<file path="src/rtl/slc3_mem_io_ctrl_if.sv">
// CPU-side request/acknowledge bus of the SLC-3 memory/IO controller (MAR/MDR side).
interface slc3_mem_io_ctrl_if #(
  parameter int unsigned ADDR_W = 16,
  parameter int unsigned DATA_W = 16
);
  logic              req;
  logic              we;
  logic [ADDR_W-1:0] addr;
  logic [DATA_W-1:0] wdata;
  logic [DATA_W-1:0] rdata;
  logic              ack;
  logic              busy;

  modport master (output req, we, addr, wdata, input rdata, ack, busy);
  modport slave  (input req, we, addr, wdata, output rdata, ack, busy);
endinterface

</file>
<file path="src/rtl/slc3_mem_io_ctrl.sv">
// SLC-3 memory/IO controller: IO window decode, wait-stated SRAM access FSM, hex display registers.
// Optional SRAM access counter at 16'hFFF9 when SLC3_MIO_STATS_EN is defined.
module slc3_mem_io_ctrl #(
  parameter int unsigned     ADDR_W        = 16,
  parameter int unsigned     DATA_W        = 16,
  parameter int unsigned     WAIT_STATES   = 2,
  parameter int unsigned     NUM_HEX_WORDS = 2,
  parameter logic [ADDR_W-1:0] SW_ADDR     = ADDR_W'(16'hFFFF),
  parameter logic [ADDR_W-1:0] HEX_BASE    = ADDR_W'(16'hFFFA)
) (
  input  logic                            Clk,
  input  logic                            Reset,
  slc3_mem_io_ctrl_if.slave               bus,
  input  logic [DATA_W-1:0]               switches,
  output logic [NUM_HEX_WORDS*DATA_W-1:0] hex_out,
  output logic                            CE,
  output logic                            OE,
  output logic                            WE,
  output logic                            UB,
  output logic                            LB,
  output logic [19:0]                     ADDR,
  input  logic [DATA_W-1:0]               sram_din,
  output logic [DATA_W-1:0]               sram_dout,
  output logic                            sram_drive
);

  localparam int unsigned CNT_W     = 4;
  localparam int unsigned HEX_IDX_W = (NUM_HEX_WORDS > 1) ? $clog2(NUM_HEX_WORDS) : 1;
  localparam logic [ADDR_W:0] HEX_END = {1'b0, HEX_BASE} + (ADDR_W+1)'(NUM_HEX_WORDS);

  typedef enum logic [1:0] {S_IDLE, S_ACCESS, S_DONE} state_t;

  state_t              r_state, w_state_nxt;
  logic [CNT_W-1:0]    r_cnt, w_cnt_nxt;
  logic                r_we;
  logic                r_ack, r_busy;
  logic [DATA_W-1:0]   r_rdata;
  logic                r_ce_n, r_oe_n, r_we_n, r_bytes_n, r_drive;
  logic [19:0]         r_addr;
  logic [DATA_W-1:0]   r_dout;
  logic [DATA_W-1:0]   r_hex [NUM_HEX_WORDS];

  logic                w_accept, w_finish, w_wr;
  logic                w_is_sw, w_is_hex, w_is_stats, w_is_io;
  logic [HEX_IDX_W-1:0] w_hex_idx;
  logic [DATA_W-1:0]   w_io_rdata;
  logic                w_ce_n_nxt, w_oe_n_nxt, w_we_n_nxt, w_bytes_n_nxt, w_drive_nxt;

`ifdef SLC3_MIO_STATS_EN
  localparam logic [ADDR_W-1:0] STATS_ADDR = ADDR_W'(16'hFFF9);
  logic [15:0] r_stats;
  assign w_is_stats = (bus.addr == STATS_ADDR);
`else
  assign w_is_stats = 1'b0;
`endif

  // IO window decode; any IO hit overrides the SRAM path
  assign w_is_sw   = (bus.addr == SW_ADDR);
  assign w_is_hex  = ({1'b0, bus.addr} >= {1'b0, HEX_BASE}) && ({1'b0, bus.addr} < HEX_END);
  assign w_hex_idx = HEX_IDX_W'(bus.addr - HEX_BASE);
  assign w_is_io   = w_is_sw | w_is_hex | w_is_stats;

  always_comb begin
    w_io_rdata = '0;
    if (w_is_sw)       w_io_rdata = switches;
    else if (w_is_hex) w_io_rdata = r_hex[w_hex_idx];
`ifdef SLC3_MIO_STATS_EN
    else if (w_is_stats) w_io_rdata = DATA_W'(r_stats);
`endif
  end

  always_ff @(posedge Clk or negedge Reset) begin
    if (!Reset) begin
      r_state <= S_IDLE;
      r_cnt   <= '0;
    end else begin
      r_state <= w_state_nxt;
      r_cnt   <= w_cnt_nxt;
    end
  end

  // Next state plus strobe values, registered so they line up with the state they belong to
  always_comb begin
    w_state_nxt   = r_state;
    w_cnt_nxt     = r_cnt;
    w_accept      = 1'b0;
    w_finish      = 1'b0;
    w_ce_n_nxt    = 1'b1;
    w_oe_n_nxt    = 1'b1;
    w_we_n_nxt    = 1'b1;
    w_bytes_n_nxt = 1'b1;
    w_drive_nxt   = 1'b0;
    case (r_state)
      S_IDLE: begin
        if (bus.req) begin
          w_accept    = 1'b1;
          w_cnt_nxt   = '0;
          w_state_nxt = w_is_io ? S_DONE : S_ACCESS;
        end
      end
      S_ACCESS: begin
        if (r_cnt == CNT_W'(WAIT_STATES)) begin
          w_finish    = 1'b1;
          w_state_nxt = S_DONE;
        end else begin
          w_cnt_nxt = r_cnt + 1'b1;
        end
      end
      S_DONE:  w_state_nxt = S_IDLE;
      default: w_state_nxt = S_IDLE;
    endcase
    w_wr = w_accept ? bus.we : r_we;
    if (w_state_nxt == S_ACCESS) begin
      w_ce_n_nxt    = 1'b0;
      w_bytes_n_nxt = 1'b0;
      if (w_wr) begin
        w_we_n_nxt  = 1'b0;
        w_drive_nxt = 1'b1;
      end else begin
        w_oe_n_nxt  = 1'b0;
      end
    end else if (w_finish && r_we) begin
      w_drive_nxt = 1'b1;
    end
  end

  always_ff @(posedge Clk or negedge Reset) begin
    if (!Reset) begin
      r_we      <= 1'b0;
      r_ack     <= 1'b0;
      r_busy    <= 1'b0;
      r_rdata   <= '0;
      r_ce_n    <= 1'b1;
      r_oe_n    <= 1'b1;
      r_we_n    <= 1'b1;
      r_bytes_n <= 1'b1;
      r_drive   <= 1'b0;
      r_addr    <= '0;
      r_dout    <= '0;
      for (int i = 0; i < NUM_HEX_WORDS; i++) r_hex[i] <= '0;
    end else begin
      r_ack     <= (w_state_nxt == S_DONE);
      r_busy    <= (w_state_nxt != S_IDLE);
      r_ce_n    <= w_ce_n_nxt;
      r_oe_n    <= w_oe_n_nxt;
      r_we_n    <= w_we_n_nxt;
      r_bytes_n <= w_bytes_n_nxt;
      r_drive   <= w_drive_nxt;
      if (w_accept) begin
        r_we <= bus.we;
        if (!w_is_io) begin
          r_addr <= 20'(bus.addr);
          if (bus.we) r_dout <= bus.wdata;
        end else if (!bus.we) begin
          r_rdata <= w_io_rdata;
        end else if (w_is_hex) begin
          r_hex[w_hex_idx] <= bus.wdata;
        end
      end
      if (w_finish && !r_we) r_rdata <= sram_din;
    end
  end

`ifdef SLC3_MIO_STATS_EN
  // Completed SRAM accesses, saturating; a write to its address clears it
  always_ff @(posedge Clk or negedge Reset) begin
    if (!Reset) begin
      r_stats <= '0;
    end else if (w_accept && w_is_stats && bus.we) begin
      r_stats <= '0;
    end else if (w_finish && (r_stats != 16'hFFFF)) begin
      r_stats <= r_stats + 16'd1;
    end
  end
`endif

  for (genvar g = 0; g < NUM_HEX_WORDS; g++) begin : g_hex
    assign hex_out[g*DATA_W +: DATA_W] = r_hex[g];
  end

  assign bus.ack    = r_ack;
  assign bus.busy   = r_busy;
  assign bus.rdata  = r_rdata;
  assign CE         = r_ce_n;
  assign OE         = r_oe_n;
  assign WE         = r_we_n;
  assign UB         = r_bytes_n;
  assign LB         = r_bytes_n;
  assign ADDR       = r_addr;
  assign sram_dout  = r_dout;
  assign sram_drive = r_drive;

endmodule

</file>
<file path="src/flat_wrapper.sv">
// flat-port wrapper written by rule: the top's interface ports become plain ports
module slc3_mem_io_ctrl_flat 
#(
  parameter int unsigned     ADDR_W        = 16,
  parameter int unsigned     DATA_W        = 16,
  parameter int unsigned     WAIT_STATES   = 2,
  parameter int unsigned     NUM_HEX_WORDS = 2,
  parameter logic [ADDR_W-1:0] SW_ADDR     = ADDR_W'(16'hFFFF),
  parameter logic [ADDR_W-1:0] HEX_BASE    = ADDR_W'(16'hFFFA)
)
  (Clk, Reset, switches, hex_out, CE, OE, WE, UB, LB, ADDR, sram_din, sram_dout, sram_drive, bus_req, bus_we, bus_addr, bus_wdata, bus_rdata, bus_ack, bus_busy);
  slc3_mem_io_ctrl_if #(.ADDR_W(ADDR_W), .DATA_W(DATA_W)) bus_i ();
  input  logic Clk;
  input  logic Reset;
  input  logic [DATA_W-1:0] switches;
  output logic [NUM_HEX_WORDS*DATA_W-1:0] hex_out;
  output logic CE;
  output logic OE;
  output logic WE;
  output logic UB;
  output logic LB;
  output logic [19:0] ADDR;
  input  logic [DATA_W-1:0] sram_din;
  output logic [DATA_W-1:0] sram_dout;
  output logic sram_drive;
  input wire logic [$bits(bus_i.req)-1:0] bus_req;
  input wire logic [$bits(bus_i.we)-1:0] bus_we;
  input wire logic [$bits(bus_i.addr)-1:0] bus_addr;
  input wire logic [$bits(bus_i.wdata)-1:0] bus_wdata;
  output wire logic [$bits(bus_i.rdata)-1:0] bus_rdata;
  output wire logic [$bits(bus_i.ack)-1:0] bus_ack;
  output wire logic [$bits(bus_i.busy)-1:0] bus_busy;
  assign bus_i.req = bus_req;
  assign bus_i.we = bus_we;
  assign bus_i.addr = bus_addr;
  assign bus_i.wdata = bus_wdata;
  assign bus_rdata = bus_i.rdata;
  assign bus_ack = bus_i.ack;
  assign bus_busy = bus_i.busy;
  slc3_mem_io_ctrl #(.ADDR_W(ADDR_W), .DATA_W(DATA_W), .WAIT_STATES(WAIT_STATES), .NUM_HEX_WORDS(NUM_HEX_WORDS), .SW_ADDR(SW_ADDR), .HEX_BASE(HEX_BASE)) u_core (.Clk(Clk), .Reset(Reset), .bus(bus_i), .switches(switches), .hex_out(hex_out), .CE(CE), .OE(OE), .WE(WE), .UB(UB), .LB(LB), .ADDR(ADDR), .sram_din(sram_din), .sram_dout(sram_dout), .sram_drive(sram_drive));
endmodule
</file>
<file path="config.mk">
export PLATFORM = sky130hd
export DESIGN_NAME = slc3_mem_io_ctrl_flat
export DESIGN_NICKNAME = d
export VERILOG_FILES = /design/src/rtl/slc3_mem_io_ctrl_if.sv /design/src/rtl/slc3_mem_io_ctrl.sv /design/src/flat_wrapper.sv
export SDC_FILE = /design/constraint.sdc
export NUM_CORES = 1
export LEC_CHECK = 0
export CORE_MARGIN = 3
export CORE_UTILIZATION = 47
export DETAILED_ROUTE_END_ITERATION = 6
export GPL_TIMING_DRIVEN = 0
export PLACE_DENSITY = 0.86
export RECOVER_POWER = 50
export SLEW_MARGIN = 10
export SYNTH_ARGS = -nofsm -noshare
export SYNTH_HDL_FRONTEND = slang
export SYNTH_SLANG_ARGS = --single-unit
</file>
<file path="constraint.sdc">
create_clock -name Clk -period 4.9 [get_ports Clk]
set_input_delay 0.49 -clock Clk [delete_from_list [all_inputs] [get_ports Clk]]
set_output_delay 0.49 -clock Clk [all_outputs]
set_load 0.02 [all_outputs]
</file>
* Word level (Yosys, flattened, before mapping)
Index checks and enable logic that the tools add are counted.
** Word-level totals
- Register bits :: 93
- Input port bits :: 68
- Output and inout port bits :: 92
- Word-level logic and storage cells :: 77
** Cells by class
- $add $sub $neg :: 2
- $lt $le $gt $ge :: 4
- Equality and inequality tests :: 8
- Mux-type cells :: 31
- Bitwise gates (word level) :: 3
- Reduce and logical (&&, ||, !) cells :: 15
** Operators by type and width (count)
- 16-bit 2-to-1 mux :: 10
- 32-bit bitwise mux :: 1
- 16-bit demux with 1-bit select :: 1
- 16-bit == test, second input constant :: 1
- 16-bit greater-or-equal comparator, second input constant :: 1
- 16-bit less-than comparator, second input constant :: 1
- 1-bit 2-to-1 mux :: 12
- 3-bit AND reduction :: 3
- 4-bit 2-to-1 mux :: 2
- 4-bit one-hot mux with 2 select lines :: 1
- 2-bit nonzero test :: 4
- 2-bit 2-to-1 mux :: 3
- 4-bit by 1-bit adder with 4-bit output, second input constant :: 1
- 2-bit by 1-bit == test with 1-bit output, second input constant :: 2
- 4-bit by 2-bit == test with 1-bit output, second input constant :: 1
- 1-bit logical AND :: 4
- 2-bit != test, second input constant :: 2
- 2-bit one-hot mux with 2 select lines :: 1
- 4-bit AND reduction :: 1
- 2-bit == test, second input constant :: 1
- 2-bit greater-or-equal comparator, second input constant :: 1
- 2-bit logical NOT :: 1
- 2-bit by 1-bit less-than comparator with 1-bit output, second input constant :: 1
- 2-bit by 1-bit != test with 1-bit output, second input constant :: 1
- other kinds (6) :: 6

* Longest topological paths before layout
Gate-level depths: netlist of the first run.
- Depth in word-level cells :: 11
- Depth in mapped cells :: 9

* Worst setup path after synthesis of the first run
OpenSTA, ideal clock, no wires.
- Kind :: input-to-reg
- Start :: input bus_req
- End :: register u_core.r_hex, in the netlist u_core.hex_out[10]
- Setup time :: 0.125 ns
- Data arrival time :: 2.114 ns
- Data required time :: 4.775 ns
- Slack :: 2.661 ns
- Cell stages on the path :: 7
- Cell sequence :: or3b_1 > buf_2 > nor4b_1 > nor2b_1 > buf_2 > buf_4 > mux2_2
** On the way
- Longest elaborated chain between the ends :: 3
** Ends and longest elaborated chain
- from (decl) :: RTL line flat_wrapper.sv:26 : input wire logic [$bits(bus_i.req)-1:0] bus_req;
- 1-bit 2-to-1 mux :: RTL line slc3_mem_io_ctrl.sv:95 : if (bus.req) begin
- 1-bit 2-to-1 mux :: RTL line slc3_mem_io_ctrl.sv:93 : case (r_state)
- 4-bit AND reduction (no line)
- to (signal, indexed assignment) :: RTL line slc3_mem_io_ctrl.sv:157 : r_hex[w_hex_idx] <= bus.wdata;
- to (decl) :: RTL line slc3_mem_io_ctrl.sv:41 : logic [DATA_W-1:0] r_hex [NUM_HEX_WORDS];
No other way between the ends.
A chain may end at the register's enable or synchronous reset.

* Worst setup path after layout of the first run
- Start :: register u_core.r_cnt[0]
- End :: register u_core.r_rdata[10], in the netlist u_core.bus.rdata[10]
** On the way
- Longest elaborated chain between the ends :: 6
- Elaborated cells between the ends (all ways) :: 9
** Ends and longest elaborated chain
- from (decl) :: RTL line slc3_mem_io_ctrl.sv:34 : logic [CNT_W-1:0] r_cnt, w_cnt_nxt;
- from (signal assigned) :: RTL line slc3_mem_io_ctrl.sv:78 : r_cnt <= w_cnt_nxt;
- 4-bit by 2-bit == test with 1-bit output * :: RTL line slc3_mem_io_ctrl.sv:102 : if (r_cnt == CNT_W'(WAIT_STATES)) begin
- 1-bit 2-to-1 mux * :: RTL line slc3_mem_io_ctrl.sv:102
- 1-bit 2-to-1 mux * :: RTL line slc3_mem_io_ctrl.sv:93
- 1-bit logical AND * :: RTL line slc3_mem_io_ctrl.sv:160 : if (w_finish && !r_we) r_rdata <= sram_din;
- 2-bit by 1-bit != test with 1-bit output (no line) or 2-bit nonzero test (tied branches)
- 3-bit AND reduction (no line)
- to (signal assigned) :: RTL line slc3_mem_io_ctrl.sv:155 : r_rdata <= w_io_rdata;
- to (signal assigned) :: RTL line slc3_mem_io_ctrl.sv:160
- to (decl) :: RTL line slc3_mem_io_ctrl.sv:37 : logic [DATA_W-1:0] r_rdata;
Mark *: on every way between the ends. The rest lies on a longest branch, timed or not.

==> results.md, run 1 <==
- The number of antenna violations at the first check in global routing is 0.
- The die height is 99.0 um.
- The sum of buffers and inverters on the critical path is 2.
- The worst hold margin is 488 ps.
- Summed over all cells, the static leakage comes to 2.63 nW.
- The type of element launching the critical path is a flop.
- The critical path crosses 8 cells after its start point.
- In this run the horizontal extent of the chip is 99.0 um.
- At the later pin of the worst-skew pair, clock insertion delay measures 360 ps.
- TritonCTS built the clock tree.
- The count of cell types in the netlist is 35.
- The sequential cells in the finished layout cover a total of 2330 sq um.
- The via count of the first global-routing pass is 3260.
- The smallest clock period supported by the final layout is computed as 2850 ps.
- The signed area change from the synthesized netlist to the final layout is 47.3%.
- The power per unit of standard cell area is 498 nW/um^2.
- The number of hold violations in the final report is 0.
- At the pin with the least slew margin, the transition time is 2590 ps.
- Leaving out fill and tap cells, the most frequent cells in the layout are sky130_fd_sc_hd__clkdlybuf4s50_1 (116), sky130_fd_sc_hd__dfrtp_1 (90), sky130_fd_sc_hd__mux2_2 (80), sky130_fd_sc_hd__dlygate4sd3_1 (38).
- The largest clock skew in the final design is 14.9 ps.
- The H-tree was split into 3 levels.
- The floorplan step defined a core boundary enclosing 8300 sq um.
- The layout filler cell count is 585.
- The required arrival time at the worst endpoint is 5200 ps.
- The number of register bits inferred by synthesis is 93.
- The routability congestion estimate is 0.854.
- Clock-pin slew was measured on the worst setup and hold paths at 90 ps.
- Excluding fillers, the count of instances in the completed layout stands at 564.
- The max-slew violation total from the final report is 46.
- Along the worst path, the maximum fanout reaches 10.
- The flow ran to the end, but the final reports show violations.
- The share of layout cells above drive strength 1 is 29.8%.
- The post-cts hold buffer count is 0.
- The critical path arrival is 3150 ps.
- The per-instance average area after synthesis is 14.3 sq um.
- Derived from the worst setup path, the maximum achievable clock frequency is 351 MHz.
- Setup repair after global routing left no endpoint under its margin.
- The type of destination of the critical path is a flop.
- The worst register-to-register path ends at u_core.bus.rdata[10]$_DFFE_PN0P_.
- The total congestion overflow after global routing is 0.
- The count of port buffers added during placement is 155.
- Before antenna repair, the detailed router went through 4 iterations.
- Clock tree synthesis selected as its root buffer the cell sky130_fd_sc_hd__clkbuf_8.
- The setup fix buffers added after clock tree synthesis is 0.
- Yosys printed 0 warnings.
- The largest delay contributor family on the critical path is simple AND/OR/NAND/NOR gates.
- Once the floorplan was initialized, standard cells occupied 49.0% of the core.
- The cell area after technology mapping is 4060 sq um.
- The number of clock buffers inserted by TritonCTS is 9.
- The clock drives 93 sinks.
- 0 antenna diodes ended up in the layout.
- The worst setup path endpoint is u_core.bus.rdata[10]$_DFFE_PN0P_.
- The first global-routing pass estimated 17.6 mm of wire.
- After detailed routing, the average wire length per cell comes to 19.5 um.
- The tool flagged a number of max-cap violations equal to 1.
- Summed over all nets, the half-perimeter wirelength after detailed placement is 8.12 mm.
- The boundary pin count is 160.
- The final routed wirelength across all metal layers is 11.0 mm.
- The number of remaining DRC errors is 0.
- After detailed routing, the number of vias per cell comes to 5.39.
- The kind of path behind the tightest hold check is reg -> reg.
- The number of nets in the finished design is 524.
- The total global routing track utilization is 23.0%.
- The relative slew slack is -72.6%.
- The most critical setup path has its startpoint at u_core.r_cnt[0]$_DFFE_PN0P_.
- The critical path is of the reg -> reg type.
- The cell with the biggest individual delay on the critical path is sky130_fd_sc_hd__nor4b_2.
- The first routing iteration left 76 violations.
- Setup violations remaining at the end of the flow were counted as 0.
- Leaving out fill and tap cells, the most frequent cell in the layout is sky130_fd_sc_hd__clkdlybuf4s50_1.
- Walking the worst path, the cells encountered are inv_1 > ha_1 > nor3b_1 > nand3b_1 > nor4b_2 > clkbuf_1 > a221o_1 > o221a_2.
- In the final layout, the multi-input gates occupy 1590 sq um.
- The number of gates resized after CTS was 0.
- The count of nets left with antenna violations after detail routing is 0.
- The number of placed cells counting well taps is 548.
- The checks that failed: max-capacitance violations, max-slew violations.
- The pin count of the biggest net entering global routing is 49.
- The peak ir drop on the vdd network is 0.286 mV.
- Sequential elements use 57.4% of the synthesized area.
- The peak per-stage delay on the critical path is 740 ps.
- The launch point of the worst reg-to-reg path is u_core.r_cnt[0]$_DFFE_PN0P_.
- The worst-case register-to-register setup slack is 2050 ps.
- Counting every instance in the synthesized netlist gives 284.
- The worst-case reg-to-reg path depth is 8.
- After layout, the worst path uses 58.2% of the clock period.
- The floorplan step defined a die boundary enclosing 9800 sq um.
- The maximum buffer depth of the clock tree is 2.
- The total number of vias is 3040.
- The placement row count is 33.
## Yosys cell counts
| cell type | count | area share [%] |
|---|---|---|
| sky130_fd_sc_hd__xor2_1 | 1 | 0.22 |
| sky130_fd_sc_hd__buf_4 | 10 | 1.8 |
| sky130_fd_sc_hd__nor2_1 | 5 | 0.46 |
| sky130_fd_sc_hd__o21ai_0 | 6 | 0.74 |
| sky130_fd_sc_hd__conb_1 | 1 | 0.092 |
| sky130_fd_sc_hd__nand2_1 | 6 | 0.55 |
| sky130_fd_sc_hd__mux2_2 | 80 | 22 |
| sky130_fd_sc_hd__nor3_1 | 2 | 0.25 |
| sky130_fd_sc_hd__or3b_1 | 1 | 0.22 |
| sky130_fd_sc_hd__and4_1 | 2 | 0.43 |
| sky130_fd_sc_hd__or3b_2 | 1 | 0.22 |
| sky130_fd_sc_hd__buf_6 | 1 | 0.28 |
| sky130_fd_sc_hd__nand3b_1 | 1 | 0.18 |
| sky130_fd_sc_hd__nand2_2 | 1 | 0.15 |
| sky130_fd_sc_hd__a21o_1 | 1 | 0.18 |
| sky130_fd_sc_hd__nor4b_1 | 1 | 0.22 |
| sky130_fd_sc_hd__nand4_1 | 1 | 0.15 |
| sky130_fd_sc_hd__nand3_1 | 5 | 0.62 |
| sky130_fd_sc_hd__nor2b_1 | 2 | 0.31 |
| sky130_fd_sc_hd__nand2b_1 | 1 | 0.15 |
| sky130_fd_sc_hd__or2_2 | 1 | 0.15 |
| sky130_fd_sc_hd__buf_2 | 6 | 0.74 |
| sky130_fd_sc_hd__clkbuf_1 | 5 | 0.46 |
| sky130_fd_sc_hd__or4b_1 | 1 | 0.25 |
| sky130_fd_sc_hd__a22o_1 | 2 | 0.43 |
| sky130_fd_sc_hd__a221o_1 | 16 | 3.9 |
| sky130_fd_sc_hd__nor3b_1 | 1 | 0.18 |
| sky130_fd_sc_hd__dfrtp_1 | 90 | 55 |
| sky130_fd_sc_hd__o221a_2 | 16 | 4.4 |
| sky130_fd_sc_hd__inv_1 | 6 | 0.55 |
| sky130_fd_sc_hd__dfstp_2 | 3 | 1.9 |
| sky130_fd_sc_hd__and2_1 | 3 | 0.46 |
| sky130_fd_sc_hd__nor4b_2 | 2 | 0.74 |
| sky130_fd_sc_hd__o31a_1 | 1 | 0.22 |
| sky130_fd_sc_hd__ha_1 | 2 | 0.62 |
## worst register-to-register path, delay by kind of cell, from the launching register on
| family | cells | cell delay, ps |
|---|---|---|
| and+or+nand+nor | 3 | 1290 |
| buffers and inverters | 2 | 470 |
| DFF | 1 | 410 |
| AOI/OAI and AO/OA | 2 | 420 |
| adders and majority gates | 1 | 200 |
## layer usage
layer	vias to the layer above	part of all wire [%]	global-route usage (%)
met5	-	0	0
met4	0	1.7	7.46
met3	16	4.9	5.24
met2	75	54	40.2
met1	1547	40	28.1
li1	1402	-	-
## layout make-up
| type | instances | area share [%] |
|---|---|---|
| multi-input combinational | 166 | 26.5 |
| tap | 105 | 2.20 |
| clock buffer | 10 | 2.30 |
| timing repair buffer | 156 | 26.3 |
| inverter | 6 | 0.376 |
| buffer | 22 | 2.24 |
| clock inverter | 6 | 1.17 |
| sequential | 93 | 39.0 |
## how the worst min path moves through the flow
stage                           startpoint                          endpoint  depth (start not counted)
6_report       u_core.r_state[1]$_DFF_PN0_         u_core.bus.busy$_DFF_PN0_                          1
5_1_grt        u_core.r_state[1]$_DFF_PN0_         u_core.bus.busy$_DFF_PN0_                          1
4_1_cts                              Reset  u_core.bus.rdata[12]$_DFFE_PN0P_                          1
3_5_place_dp   u_core.r_state[1]$_DFF_PN0_         u_core.bus.busy$_DFF_PN0_                          1
3_3_place_gp   u_core.r_state[1]$_DFF_PN0_         u_core.bus.busy$_DFF_PN0_                          1
2_1_floorplan                        Reset        u_core.ADDR[0]$_DFFE_PN0P_                          0
## power by group
part	total [mW]	switching [mW]	internal (mW)	leakage, nW
combinational	1.29	0.630	0.664	1.37
clock	0.530	0.278	0.252	0.0951
sequential	1.16	0.134	1.02	1.16
total	2.98	1.04	1.94	2.63
## stage by stage
step | util, % | cell area, sq um | total power, mW | TNS (ps) | setup slack (ps)
2_1_floorplan | - | 4070 | 1.87 | 0 | 2660
3_3_place_gp | 69.4 | 5760 | 2.49 | -4030 | -49.7
3_5_place_dp | 69.7 | 5780 | 2.54 | 0 | 1690
4_1_cts | 72.2 | 5990 | 3.07 | 0 | 2060
5_1_grt | 72.1 | 5980 | 3.14 | 0 | 1800
6_report | 72.1 | 5980 | 2.98 | 0 | 2050
## state kept, by name, summed over array words and instances (netlist names)
| name | count |
|---|---|
| u_core.r_state | 2 |
| u_core.OE | 1 |
| u_core.bus.rdata | 16 |
| u_core.hex_out | 32 |
| u_core.bus.busy | 1 |
| u_core.bus.ack | 1 |
| u_core.CE | 1 |
| u_core.WE | 1 |
| u_core.ADDR | 16 |
| u_core.r_we | 1 |
| u_core.sram_drive | 1 |
| u_core.sram_dout | 16 |
| u_core.r_cnt | 4 |
## cell families (layout without fill, tap and decap cells)
| family | Yosys count | in the layout | share of synthesized area [%] |
|---|---|---|---|
| DFF | 93 | 93 | 57.4 |
| xor gates and xnor gates | 1 | 1 | 0.216 |
| muxes | 80 | 80 | 22.2 |
| AOI/OAI and AO/OA | 42 | 42 | 9.95 |
| buffers and inverters | 28 | 200 | 3.88 |
| adders and majority gates | 2 | 2 | 0.616 |
| other | 1 | 4 | 0.0923 |
| and+or+nand+nor | 37 | 37 | 5.70 |
Note: power is estimated with default switching activity, not from simulation.
==> inputs of run 2 (changes only) <==
--- a/config.mk
+++ b/config.mk
@@ -6,10 +6,10 @@
 export NUM_CORES = 1
 export LEC_CHECK = 0
 export CORE_MARGIN = 3
-export CORE_UTILIZATION = 47
+export CORE_UTILIZATION = 39
 export DETAILED_ROUTE_END_ITERATION = 6
 export GPL_TIMING_DRIVEN = 0
-export PLACE_DENSITY = 0.86
+export PLACE_DENSITY = 0.76
 export RECOVER_POWER = 50
 export SLEW_MARGIN = 10
 export SYNTH_ARGS = -nofsm -noshare
==> constraint.sdc (replaced) <==
create_clock -name Clk -period 2.55 [get_ports Clk]
set_input_delay 0.255 -clock Clk [delete_from_list [all_inputs] [get_ports Clk]]
set_output_delay 0.255 -clock Clk [all_outputs]
set_load 0.02 [all_outputs]
==> results.md, run 2 (synthesis results as in run 1) <==
- The flow ran to the end, and the final reports show no timing, DRC or antenna violations.
- The starting utilization of the core area is 40.8%.
- The worst setup path is captured at a flop.
- The depth of the CTS H-tree is 3.
- The maximum buffer depth of the clock tree is 2.
- Setup repair after global routing left no endpoint under its margin.
- For flop-to-flop paths, the worst setup slack is 170 ps.
- Summing all flip-flop and latch instances after layout gives 2330 sq um.
- The die covers 11700 sq um.
- Once placement finished, the instance area stood at 5820 sq um.
- The critical path arrival is 2680 ps.
- The clock latency of the later-clocked register in the worst-skew pair is 360 ps.
- The die is 108 um tall.
- The multi-input combinational cells in the finished layout cover a total of 1610 sq um.
- The number of antenna repair diodes is 0.
- The estimated wirelength of the detail-placed design is 8.13 mm.
- The sum of buffers and inverters on the critical path is 3.
- The largest delay contributor family on the critical path is simple AND/OR/NAND/NOR gates.
- The number of sinks handled by clock tree synthesis is 93.
- The signed area change from the synthesized netlist to the final layout is 49.1%.
- STA puts the critical path data required time at 2840 ps.
- The max-slew violation total from the final report is 0.
- Across the routed clock network, the largest skew measured is 7.93 ps.
- The iteration count of the initial detailed-routing pass is 4.
- The routability congestion estimate is 0.793.
- The pin count of the biggest net entering global routing is 51.
- The number of remaining DRC errors is 0.
- The cell with the biggest individual delay on the critical path is sky130_fd_sc_hd__or4b_1.
- The via count of the first global-routing pass is 3249.
- The final critical-path required period is 2390 ps.
- The class of the most critical setup path is in -> reg.
- The peak per-stage delay on the critical path is 560 ps.
- Port buffering added 155 buffers.
- Counting buffers and inverters, the worst setup path is 8 cells deep.
- After clock tree synthesis, the clock-pin slew on the worst setup and hold paths is 80 ps.
- The number of hold violations in the final report came to 0.
- After detailed routing, the number of vias per cell comes to 5.11.
- The overall power consumption is 5.68 mW.
- Max-cap violations in this run came to 0.
- The detailed router's first-iteration violation count is 97.
- The number of endpoints failing setup at the final stage is 0.
- The total global routing track utilization is 19.3%.
- The die span in x is 108 um.
- The type of element launching the critical path is an input port.
- The total overflow left after global routing is 0.
- The critical-path maximum fanout is 10.
- In this run the clock root is driven by a sky130_fd_sc_hd__clkbuf_8.
- The final routed wirelength across all metal layers is 11.0 mm.
- The mean routed wirelength per cell is 18.5 um.
- The standby leakage power is 2.67 nW.
- The number of cells on the worst hold path is 1.
- For this run, the top clock speed supported by timing is 419 MHz.
- The share of layout cells above drive strength 1 is 30.7%.
- Counting the fill cells in the layout gives 803.
- The worst path uses 93.6% of the clock period.
- The first global-routing pass estimated 17.3 mm of wire.
- The core region area is 9950 sq um.
- The number of clock buffers inserted by TritonCTS is 9.
- The power per unit of standard cell area is 937 nW/um^2.
- For the worst flop-to-flop path, the logic depth is 8.
- The count of nets left with antenna violations after detail routing is 0.
- Pin placement for this block handled 160 I/O pins.
- The leading cell type in the layout, fill and taps excluded is sky130_fd_sc_hd__clkdlybuf4s50_1.
- For the pin with the worst max-slew slack, the measured transition is 1210 ps.
- The post-layout instance area is 6060 sq um.
- In the layout the commonest cells are sky130_fd_sc_hd__clkdlybuf4s50_1 (116), sky130_fd_sc_hd__dfrtp_1 (90), sky130_fd_sc_hd__mux2_2 (80), sky130_fd_sc_hd__dlygate4sd3_1 (39).
- TritonCTS built the clock tree.
- The number of antenna violations at the first check in global routing is 0.
- In this run the tightest slew margin relative to its limit is 19.6%.
- The number of flip-flops under the largest register name is 32.
- The worst-case IR drop observed on VDD is 0.414 mV.
- Detailed routing inserted a total of 3044 vias.
- The initialized floorplan defines 36 standard-cell rows.
- Traced cell by cell, the critical path runs through dlygate4sd3_1 > and4_1 > nand3_1 > or4b_1 > buf_2 > nand2_2 > buf_4 > o221a_2.
- The number of nets in the finished design is 528.
- The kind of path behind the tightest hold check is reg -> reg.
[run 2: changes by cell type in the layout (fill, tap and decap cells not counted), moves of 2 or more]
| cell | before | now |
|---|---|---|
| sky130_fd_sc_hd__clkbuf_8 | 10 | 14 |
| sky130_fd_sc_hd__clkinvlp_4 | 3 | 0 |
| sky130_fd_sc_hd__clkbuf_4 | 0 | 2 |
| sky130_fd_sc_hd__clkbuf_2 | 0 | 2 |
| sky130_fd_sc_hd__nor4b_4 | 0 | 2 |
| sky130_fd_sc_hd__buf_4 | 10 | 12 |
[run 2: routing by layer]
| layer | part of all wire, % | vias to the layer above | global-route usage (%) |
|---|---|---|---|
| li1 | - | 1405 | - |
| met3 | 6.4 | 20 | 5.07 |
| met5 | 0 | - | 0 |
| met4 | 2.3 | 0 | 8.03 |
| met1 | 40 | 1519 | 23.0 |
| met2 | 51 | 100 | 33.2 |
[run 2: area by class of cell]
type / instances / area share [%]
repair buffers: 161 / 26.3
plain buffers: 21 / 2.23
flip-flops and latches: 93 / 38.5
well taps: 133 / 2.75
clock buffers: 16 / 3.30
multi-input cells: 166 / 26.6
inverters: 6 / 0.372
[run 2: per-stage QoR]
step | cells | TNS (ps) | hold slack (ps) | setup slack [ps] | util, %
2_1_floorplan | 287 | 0 | -40.6 | 367 | -
3_3_place_gp | 575 | -213750 | 479 | -2190 | 58.2
3_5_place_dp | 576 | -15030 | 329 | -511 | 58.4
4_1_cts | 597 | 0 | 477 | 26.0 | 61.0
5_1_grt | 596 | 0 | 514 | 7.25 | 60.9
6_report | 596 | 0 | 484 | 164 | 60.9
[run 2: repair_timing]
action | 4_1_cts | 5_1_grt
setup endpoints to repair | 26 | 29
hold buffers | 1 | 0
hold endpoints to repair | 46 | 0
gates resized for setup | 3 | 4
setup buffers | 4 | 0
[run 2: report_power, final]
part           leakage, nW  internal (mW)  switching, mW
Combinational         1.40           1.28           1.20
Sequential            1.16           1.97          0.254
Clock                0.103          0.490          0.482
[run 2: final timing paths]
| kind | from | endpoint |
|---|---|---|
| setup / recovery | bus_addr[5] | u_core.bus.rdata[14]$_DFFE_PN0P_ |
| hold / removal | u_core.r_state[1]$_DFF_PN0_ | u_core.bus.busy$_DFF_PN0_ |
| setup reg to reg | u_core.r_state[0]$_DFF_PN0_ | u_core.bus.rdata[14]$_DFFE_PN0P_ |
| hold reg to reg | u_core.r_state[1]$_DFF_PN0_ | u_core.bus.busy$_DFF_PN0_ |
| max in group asynchronous | Reset | u_core.sram_dout[6]$_DFFE_PN0P_ |
| min in group asynchronous | Reset | u_core.sram_dout[11]$_DFFE_PN0P_ |
